$ cat src/rtl/ysyx_23060061_pkg.sv
// Shared types and constants for the NPC fetch/execute sequencer.
package ysyx_23060061_pkg;

  typedef enum logic [2:0] {
    S_IDLE = 3'd0,
    S_REQ  = 3'd1,
    S_WAIT = 3'd2,
    S_EXEC = 3'd3,
    S_HALT = 3'd4,
    S_ERR  = 3'd5
  } state_e;

  localparam logic [31:0] NOP_INST         = 32'h0000_0013;
  localparam logic [31:0] DEFAULT_RESET_PC = 32'h8000_0000;

endpackage

$ cat src/rtl/ysyx_23060061_Reg.sv
// Generic register with write enable and async active-low reset to RESET_VAL.
module ysyx_23060061_Reg #(
  parameter int               WIDTH     = 1,
  parameter logic [WIDTH-1:0] RESET_VAL = '0
) (
  input  logic             clk_i,
  input  logic             rst_ni,
  input  logic             wen_i,
  input  logic [WIDTH-1:0] din_i,
  output logic [WIDTH-1:0] dout_o
);

  always_ff @(posedge clk_i or negedge rst_ni) begin
    if (!rst_ni) dout_o <= RESET_VAL;
    else if (wen_i) dout_o <= din_i;
  end

endmodule

$ cat src/rtl/ysyx_23060061_fetch_timer.sv
// Fetch watchdog: counts REQ/WAIT cycles; expire_o flags the TIMEOUT_CYCLES-th counted cycle.
// Combinational expire, no backpressure; clear has priority over enable.
module ysyx_23060061_fetch_timer #(
  parameter int TIMEOUT_CYCLES = 255
) (
  input  logic clk_i,
  input  logic rst_ni,
  input  logic clr_i,
  input  logic en_i,
  output logic expire_o
);

  localparam int W = $clog2(TIMEOUT_CYCLES + 1);

  logic [W-1:0] cnt_q, cnt_d;

  // cnt_q holds the number of cycles already spent, so the current cycle is number cnt_q+1.
  assign expire_o = en_i && (cnt_q == W'(TIMEOUT_CYCLES - 1));

  always_comb begin
    cnt_d = cnt_q;
    if (clr_i) cnt_d = '0;
    else if (en_i && !expire_o) cnt_d = cnt_q + W'(1);
  end

  always_ff @(posedge clk_i or negedge rst_ni) begin
    if (!rst_ni) cnt_q <= '0;
    else cnt_q <= cnt_d;
  end

endmodule

$ cat src/rtl/ysyx_23060061_exec_seq.sv
// Multi-cycle fetch/execute sequencer owning PC and IR; req/gnt/rvalid fetch, 2 cycles/instr at zero wait.
// Optional perf counters under YSYX_23060061_PERF_EN; otherwise perf ports read zero.
module ysyx_23060061_exec_seq
  import ysyx_23060061_pkg::*;
#(
  parameter logic [31:0] RESET_PC       = DEFAULT_RESET_PC,
  parameter int          TIMEOUT_CYCLES = 255
) (
  input  logic        clk,
  input  logic        rst,
  output logic        imem_req,
  output logic [31:0] imem_addr,
  input  logic        imem_gnt,
  input  logic        imem_rvalid,
  input  logic [31:0] imem_rdata,
  output logic [31:0] inst,
  output logic        inst_valid,
  output logic [31:0] pc,
  input  logic [31:0] next_pc,
  input  logic        rf_wen_req,
  input  logic        ebreak,
  output logic        rf_wen,
  output logic        halted,
  output logic        fetch_err,
  output logic [63:0] perf_cycle,
  output logic [63:0] perf_instret
);

  state_e state_q, state_d;
  logic   capture, pc_wen, misaligned, expire, tmr_clr, tmr_en;
  logic   halted_q, halted_d, err_q, err_d;

  assign misaligned = |next_pc[1:0];

  always_comb begin
    state_d = state_q;
    capture = 1'b0;
    case (state_q)
      S_IDLE: state_d = S_REQ;
      S_REQ: begin
        // A capture in the expiring cycle still wins over the timeout.
        if (imem_gnt && imem_rvalid) begin
          capture = 1'b1;
          state_d = S_EXEC;
        end else if (expire) state_d = S_ERR;
        else if (imem_gnt) state_d = S_WAIT;
      end
      S_WAIT: begin
        if (imem_rvalid) begin
          capture = 1'b1;
          state_d = S_EXEC;
        end else if (expire) state_d = S_ERR;
      end
      S_EXEC: begin
        if (ebreak) state_d = S_HALT;
        else if (misaligned) state_d = S_ERR;
        else state_d = S_REQ;
      end
      default: state_d = state_q;
    endcase
  end

  assign pc_wen   = (state_q == S_EXEC) && !ebreak && !misaligned;
  assign tmr_clr  = (state_d == S_REQ) && (state_q != S_REQ);
  assign tmr_en   = (state_q == S_REQ) || (state_q == S_WAIT);
  assign halted_d = halted_q || (state_d == S_HALT);
  assign err_d    = err_q || (state_d == S_ERR);

  always_ff @(posedge clk or negedge rst) begin
    if (!rst) begin
      state_q  <= S_IDLE;
      halted_q <= 1'b0;
      err_q    <= 1'b0;
    end else begin
      state_q  <= state_d;
      halted_q <= halted_d;
      err_q    <= err_d;
    end
  end

  ysyx_23060061_Reg #(.WIDTH(32), .RESET_VAL(RESET_PC)) u_pc_reg (
    .clk_i(clk), .rst_ni(rst), .wen_i(pc_wen), .din_i(next_pc), .dout_o(pc)
  );

  ysyx_23060061_Reg #(.WIDTH(32), .RESET_VAL(NOP_INST)) u_ir_reg (
    .clk_i(clk), .rst_ni(rst), .wen_i(capture), .din_i(imem_rdata), .dout_o(inst)
  );

  ysyx_23060061_fetch_timer #(.TIMEOUT_CYCLES(TIMEOUT_CYCLES)) u_timer (
    .clk_i(clk), .rst_ni(rst), .clr_i(tmr_clr), .en_i(tmr_en), .expire_o(expire)
  );

  // Request is decoded straight from state so an async reset drops it immediately.
  assign imem_req   = (state_q == S_REQ);
  assign imem_addr  = pc;
  assign inst_valid = (state_q == S_EXEC);
  assign rf_wen     = (state_q == S_EXEC) && rf_wen_req && !ebreak;
  assign halted     = halted_q;
  assign fetch_err  = err_q;

`ifdef YSYX_23060061_PERF_EN
  logic [63:0] cycle_q, instret_q;
  logic        cyc_inc, ret_inc;

  // The halting/faulting cycle is excluded, matching instret skipping the ebreak.
  assign cyc_inc = (state_q != S_HALT) && (state_q != S_ERR) &&
                   (state_d != S_HALT) && (state_d != S_ERR);
  assign ret_inc = (state_q == S_EXEC) && !ebreak;

  always_ff @(posedge clk or negedge rst) begin
    if (!rst) begin
      cycle_q   <= 64'd0;
      instret_q <= 64'd0;
    end else begin
      if (cyc_inc) cycle_q <= cycle_q + 64'd1;
      if (ret_inc) instret_q <= instret_q + 64'd1;
    end
  end

  assign perf_cycle   = cycle_q;
  assign perf_instret = instret_q;
`else
  assign perf_cycle   = 64'd0;
  assign perf_instret = 64'd0;
`endif

endmodule
$ cat config.mk
export PLATFORM = sky130hd
export DESIGN_NAME = ysyx_23060061_exec_seq
export DESIGN_NICKNAME = d
export VERILOG_FILES = /design/src/rtl/ysyx_23060061_pkg.sv /design/src/rtl/ysyx_23060061_Reg.sv /design/src/rtl/ysyx_23060061_fetch_timer.sv /design/src/rtl/ysyx_23060061_exec_seq.sv
export SDC_FILE = /design/constraint.sdc
export NUM_CORES = 1
export LEC_CHECK = 0
export BUFFER_PORTS_ARGS = -buffer_cell sky130_fd_sc_hd__buf_2
export CAP_MARGIN = 20
export CELL_PAD_IN_SITES_DETAIL_PLACEMENT = 1
export CELL_PAD_IN_SITES_GLOBAL_PLACEMENT = 2
export CORE_MARGIN = 3
export CORE_UTILIZATION = 24
export DETAILED_ROUTE_END_ITERATION = 16
export PLACE_DENSITY_LB_ADDON = 0.1
export REMOVE_ABC_BUFFERS = 1
export SKIP_LAST_GASP = 1
export SLEW_MARGIN = 0
export SYNTH_ARGS = -nofsm -noshare
export SYNTH_HDL_FRONTEND = slang
export SYNTH_SLANG_ARGS = --single-unit
$ cat constraint.sdc
create_clock -name clk -period 1.95 [get_ports clk]
set_clock_uncertainty 0.05 [all_clocks]
set_input_delay 0.39 -clock clk [delete_from_list [all_inputs] [get_ports clk]]
set_output_delay 0.39 -clock clk [all_outputs]
set_load 0.01 [all_outputs]
==> flow_summary_export.csv, run 1 <==
group,metric,value,unit
clock_network,clkSinkCount,77,
die,initial_core_util,24.9,%
synthesis,ys_ff_latch,77,
setup_path,critPathLaunchType,"flip-flop",
layout,synthToLayoutAreaGrowth,18.9,%
setup_path,cp_max_fo,14,
layout,diodes,0,
placement,dp_slack,-0.00601,ns
synthesis,synth_warnings,0,
synthesis,synth_area,4570,um2
global_route,grtUsageMet2,16.0,%
timing,slew_viol_final,0,
clock_network,cts.clk_slew.worst_paths,0.06,ns
synthesis,synthCells,391,
synthesis,async_flop_share,100,%
run,maxCapViolCount,0,
clock_network,cts_buffers,9,
die,rows,49,
global_route,grt_overflow,0,
power,power_density,1070,nW/um2
synthesis,ys.flop_type,"dfrtp_1",
layout,fin_nets,622,
global_route,grtUsageMet1,13.6,%
synthesis,synth_top_cell_by_area,"dfrtp_1",
setup_path,cp-end-kind,"output port",
placement,hpwl,9.00,mm
outcome,status,"finished, final reports clean",
timing,rsz0062_at_grt,"false",
synthesis,synth_simple_gate_area_share,4.68,%
clock_network,h-tree-depth,3,
synthesis,synth-edff-count,0,
global_route,grt_pass1_wl,17.0,mm
placement,routabilityCongestion,0.690,
drt,drtIter0Drc,35,
synthesis,yosysUniqueCellTypes,49,
timing,min_period,1.86,ns
global_route,grt_antenna_before_repair,2,
setup_path,worstPathRequired,1.51,ns
timing,final_hold_viol_count,0,
global_route,grtUsageMet3,4.46,%
global_route,grt_usage,10.8,%
synthesis,synth.area.mux_share,18.2,%
layout,mostFrequentLayoutCells,"buf_2 (169), conb_1 (128), dfrtp_1 (73)",
setup_path,worst-setup-path-type,"flip-flop to output port",
synthesis,synth_top_family_by_area,"buffers and inverters",
clock_network,root_buffer,"clkbuf_16",
timing,post-route-worst-setup-slack,0.0934,ns
drt,viasPerCell,3.76,
global_route,grt_pass1_vias,3032,
timing,fin_tns_setup,0,ns
min_path,hold_path.class,"primary input to flip-flop",
synthesis,yosysTopAreaCellShare,40.0,%
layout,final_layout_size_suffix_gt1_share,49.7,%
timing,finalSetupViolations,0,
die,fp.dieW,144,um
die,die_area,20700,um2
drt,firstDrtPassIters,4,
clock_network,clkLatencyLatePin,0.34,ns
drt,routedWlPerCell,14.7,um
setup_path,reg2reg_depth,6,
setup_path,cp.arrival,1.42,ns
die,die_h,144,um
layout,final_common_cell,"buf_2",
synthesis,synth-compound-area-share,4.41,%
synthesis,synth_fa_ha_area_share,0.547,%
placement,place_area,5090,um2
timing,fin_crit_sh,95.2,%
clock_network,clk_path_buf_depth,2,
power,leakagePower,0.00306,uW
min_path,hold-path-cell-count,2,
synthesis,synthXorXnorAreaFrac,0.575,%
die,pin_count,299,
drt,vias,2946,
drt,antenna_left,0,
drt,routed_wl,11.5,mm
power,vdd_drop_max,0.000432,V
timing,max_freq,0.539,GHz
synthesis,synth_area_leaders,"dfrtp_1 (40%), buf_4 (27%), mux2_4 (9.2%), mux2_2 (7.4%), dfstp_2 (2.3%)",
global_route,grt_max_degree,40,
layout,final_area,5440,um2
synthesis,syn_area_per_cell,11.7,um2
placement,portBuffers,170,
clock_network,cts_tree,"done",
clock_network,post_cts.repair.setup_buffers,0,
drt,drc,0,
synthesis,seq_area_frac_synth,42.3,%
die,core-area,18300,um2
global_route,busiest_layer,"met2",
[registers in the layout, indices dropped and copies added (netlist names)]
| register | cells |
|---|---|
| halted | 1 |
| u_pc_reg.dout_o | 32 |
| fetch_err | 1 |
| state_q | 3 |
| u_ir_reg.dout_o | 32 |
| u_timer.cnt_q | 8 |
[routing by layer]
metal,up-vias,wire length [um]
met1,1413,4700
met2,180,5330
met4,4,218
li1,1333,-
met5,-,22
met3,16,1260
[final timing paths]
check / from / endpoint / slack (ns)
worst max-delay path: state_q[2] / imem_req / 0.09
worst min-delay path: imem_rdata[12] / u_ir_reg.dout_o[12] / 0.21
worst max register to register: state_q[0] / u_timer.cnt_q[7] / 0.15
worst min register to register: fetch_err / fetch_err / 0.42
max in group asynchronous: rst / u_pc_reg.dout_o[31] / 0.80
min in group asynchronous: rst / u_ir_reg.dout_o[16] / 0.44
[Yosys cell counts, types with 2 or more instances]
cell type	instances
buf_4	162
dfrtp_1	73
mux2_2	30
mux2_4	28
inv_1	9
a21oi_1	6
nand2_1	5
nor2_1	5
buf_2	4
dfstp_2	4
mux2_1	4
nand4_1	4
and2_1	3
mux2i_1	3
nor2b_1	3
nor4_1	3
xnor2_1	3
a211oi_1	2
and3_1	2
buf_12	2
buf_6	2
ha_1	2
nand2b_1	2
nand3_1	2
nor3_1	2
o21ai_0	2
o31ai_1	2
[area by class of cell]
cell class                      count  area (um2)
Clock inverter                      4        50.0
Fill cell                        2136       12900
Timing Repair Buffer              192        1090
Tap cell                          229         287
Sequential cell                    77        1930
Inverter                            9        33.8
Clock buffer                       12         236
Multi-Input combinational cell    261        1810
[where the power goes]
group	switching (uW)	internal, uW	total, uW
clock network	667	991	1660
registers	289	2070	2360
logic	943	838	1780
[per-stage QoR]
step           instances  utilization [%]  hold slack [ns]  total power (uW)
2_1_floorplan        347                -           0.0444              3340
3_3_place_gp         766             27.8            0.276              4150
3_5_place_dp         766             27.8            0.279              4190
4_1_cts              783             29.4            0.197              5890
5_1_grt              784             29.7            0.206              6230
6_report             784             29.7            0.214              5800
[critical path: stages, from the launching register on]
cell	delay, ns
dfrtp_1	0.40
buf_4	0.20
nor2_1	0.20
and2_1	0.15
buf_2	0.12
[cell families after synthesis]
logic type | after synthesis
AOI/OAI and AO/OA | 27
muxes | 65
other | 1
and+or+nand+nor | 36
xor gates and xnor gates | 3
DFF | 77
buffers and inverters | 180
adders and majority gates | 2
[timing repair]
item / CTS / global route
gates resized for setup: 0 / 5
endpoints found under the setup margin: 0 / 30
hold buffers: 1 / 0
endpoints found under the hold margin: 23 / 0
No activity file was read; power rests on OpenSTA's default activity.
==> run 2, diff against run 1 <==
--- a/config.mk
+++ b/config.mk
@@ -14,6 +14,7 @@
 export DETAILED_ROUTE_END_ITERATION = 16
 export PLACE_DENSITY_LB_ADDON = 0.1
 export REMOVE_ABC_BUFFERS = 1
+export SKIP_CTS_REPAIR_TIMING = 1
 export SKIP_LAST_GASP = 1
 export SLEW_MARGIN = 0
 export SYNTH_ARGS = -nofsm -noshare
==> constraint.sdc (replaced) <==
create_clock -name clk -period 1.95 [get_ports clk]
set_clock_uncertainty 0.05 [all_clocks]
set_input_delay 0.39 -clock clk [delete_from_list [all_inputs] [get_ports clk]]
set_output_delay 0.39 -clock clk [all_outputs]
set_load 0.1 [all_outputs]
==> run 2 against run 1 <==
Utilization rose by 0.23 points. Sequential power about the same. Sequential share of layout area is 0.27 points lower. Global-route usage fell by 0.27 points. Non-clock buffer count grew 1. Clock power about the same. First-iteration DRC count decreased by 5.7%. Combinational power increased to 3.1 times the previous value. Clock-buffer cell count increased by 3. Final area up 0.76%. Largest power group is now combinational cells.
==> flow_summary_export.csv, run 2 (synthesized netlist as in run 1, its figures left out) <==
group,metric,value,unit
outcome,status,"finished, final reports clean",
layout,final_area,5480,um2
timing,slew_viol_final,0,
clock_network,h-tree-depth,3,
placement,hpwl,8.93,mm
timing,finalSetupViolations,0,
power,vdd_drop_max,0.00124,V
power,power_frac_comb,58.0,%
clock_network,cts_buffers,9,
layout,multiInputGateArea,1800,um2
die,pin_count,299,
layout,largestRegisters,"u_ir_reg.dout_o: 32 flops, u_pc_reg.dout_o: 32 flops, u_timer.cnt_q: 8 flops",
layout,final_cells,786,
die,core-area,18300,um2
global_route,grtUsageMet1,12.8,%
setup_path,regToRegSetupSlack,0.15,ns
placement,place_area,5130,um2
placement,portBuffers,170,
clock_network,root_buffer,"clkbuf_16",
global_route,grt_max_degree,40,
min_path,hold_start,"imem_rdata[12]",
power,p_int,3900,uW
layout,final_common_cell,"buf_2",
drt,routedWlPerCell,14.6,um
clock_network,clkLatencyLatePin,0.33,ns
power,leakagePower,0.00309,uW
placement,dpl.cell_count,767,
clock_network,cts.clk_slew.worst_paths,0.06,ns
power,swShare,58.9,%
global_route,grt_overflow,0,
power,switchingPower,5610,uW
die,initial_core_util,24.9,%
layout,fillers,2122,
setup_path,rr_endpoint,"u_timer.cnt_q[7]",
timing,slew_headroom,65.8,%
setup_path,cp_cell_sequence,"buf_6 > nor4b_2 > buf_4 > buf_12",
setup_path,critPathTopFamily,"buffers and inverters",
global_route,grtUsageMet2,15.9,%
global_route,busiest_layer,"met2",
timing,tightest_slew,0.516,ns
min_path,min_to,"u_ir_reg.dout_o[12]",
setup_path,worst-setup-path-type,"flip-flop to output port",
power,clockPowerShare,17.2,%
setup_path,cp.arrival,1.49,ns
min_path,hold-path-cell-count,2,
global_route,grt_pass1_wl,16.5,mm
timing,min_period,1.93,ns
drt,firstDrtPassIters,4,
drt,viasPerCell,3.79,
drt,drc,0,
die,rows,49,
global_route,grtUsageMet3,4.89,%
die,die_area,20700,um2
setup_path,cp_max_fo,14,
clock_network,cts_tree,"done",
layout,fin_nets,623,
setup_path,crit_buf_inv,3,
run,maxCapViolCount,0,
timing,max_freq,0.518,GHz
setup_path,worstPathRequired,1.51,ns
die,fp.dieW,144,um
drt,routed_wl,11.5,mm
global_route,grt_antenna_before_repair,3,
drt,drtIter0Drc,33,
global_route,grt_pass1_vias,2948,
drt,antenna_left,0,
setup_path,crit_path_max_incr_delay,0.41,ns
setup_path,r2r_start,"state_q[0]",
die,die_h,144,um
setup_path,cp-end-kind,"output port",
clock_network,clkSinkCount,77,
timing,fin_crit_sh,99.1,%
placement,routabilityCongestion,0.697,
power,power_frac_seq,24.8,%
power,power_density,1740,nW/um2
layout,seq_area,1930,um2
layout,mostFrequentLayoutCells,"buf_2 (167), conb_1 (128), dfrtp_1 (73)",
timing,final_hold_viol_count,0,
clock_network,clk_path_buf_depth,2,
min_path,hold_path.class,"primary input to flip-flop",
drt,vias,2981,
setup_path,reg2reg_depth,6,
setup_path,critPathLaunchType,"flip-flop",
layout,synthToLayoutAreaGrowth,19.8,%
timing,rsz0062_at_grt,"true",
global_route,grt_usage,10.5,%
layout,final_layout_size_suffix_gt1_share,49.6,%
setup_path,crit_path_top_delay_cell,"dfrtp_1",
==> run 2: final cells by class <==
cell class	count	area share, %
clock inverters	1	0.0914
flip-flops and latches	77	35.3
clock buffers	15	5.25
well taps	229	5.23
inverters	9	0.617
diodes	1	0.0457
multi-input cells	261	32.9
repair buffers	193	20.6
==> run 2: how the worst max path moves through the flow <==
stage	startpoint	end	depth (start not counted)
final	state_q[2]	rf_wen	4
after CTS	state_q[2]	rf_wen	4
after floorplan	state_q[2]	rf_wen	1
after global placement	ebreak	u_pc_reg.dout_o[21]	4
after detailed placement	ebreak	u_pc_reg.dout_o[27]	4
after global routing	state_q[2]	rf_wen	4
==> run 2: stage by stage <==
| stage | setup TNS [ns] | utilization, % | total power [uW] | worst slack, ns | hold slack [ns] |
|---|---|---|---|---|---|
| final | 0 | 29.9 | 9510 | 0.0179 | 0.216 |
| after global routing | -0.0536 | 29.9 | 9960 | -0.0483 | 0.207 |
| after CTS | -0.121 | 29.6 | 9620 | -0.0925 | -0.0753 |
| after detailed placement | -0.00280 | 28.0 | 7930 | -0.00177 | 0.296 |
| after global placement | 0 | 28.0 | 7900 | 0.0156 | 0.290 |
| after floorplan | -42.04 | - | 7040 | -2.19 | 0.0444 |
==> run 2: power by group through the flow <==
| stage | clock network, uW | registers, uW | logic, uW |
|---|---|---|---|
| 2_1_floorplan | 0 | 5290 | 1750 |
| 3_3_place_gp | 0 | 2370 | 5530 |
| 3_5_place_dp | 0 | 2380 | 5550 |
| 4_1_cts | 1700 | 2370 | 5550 |
| 5_1_grt | 1800 | 2440 | 5720 |
| 6_report | 1640 | 2350 | 5520 |
==> run 2: metal layers <==
| metal | up-vias | part of all wire, % |
|---|---|---|
| met5 | - | 0.20 |
| met4 | 4 | 1.7 |
| met3 | 14 | 11 |
| met2 | 178 | 48 |
| met1 | 1444 | 39 |
| li1 | 1341 | - |
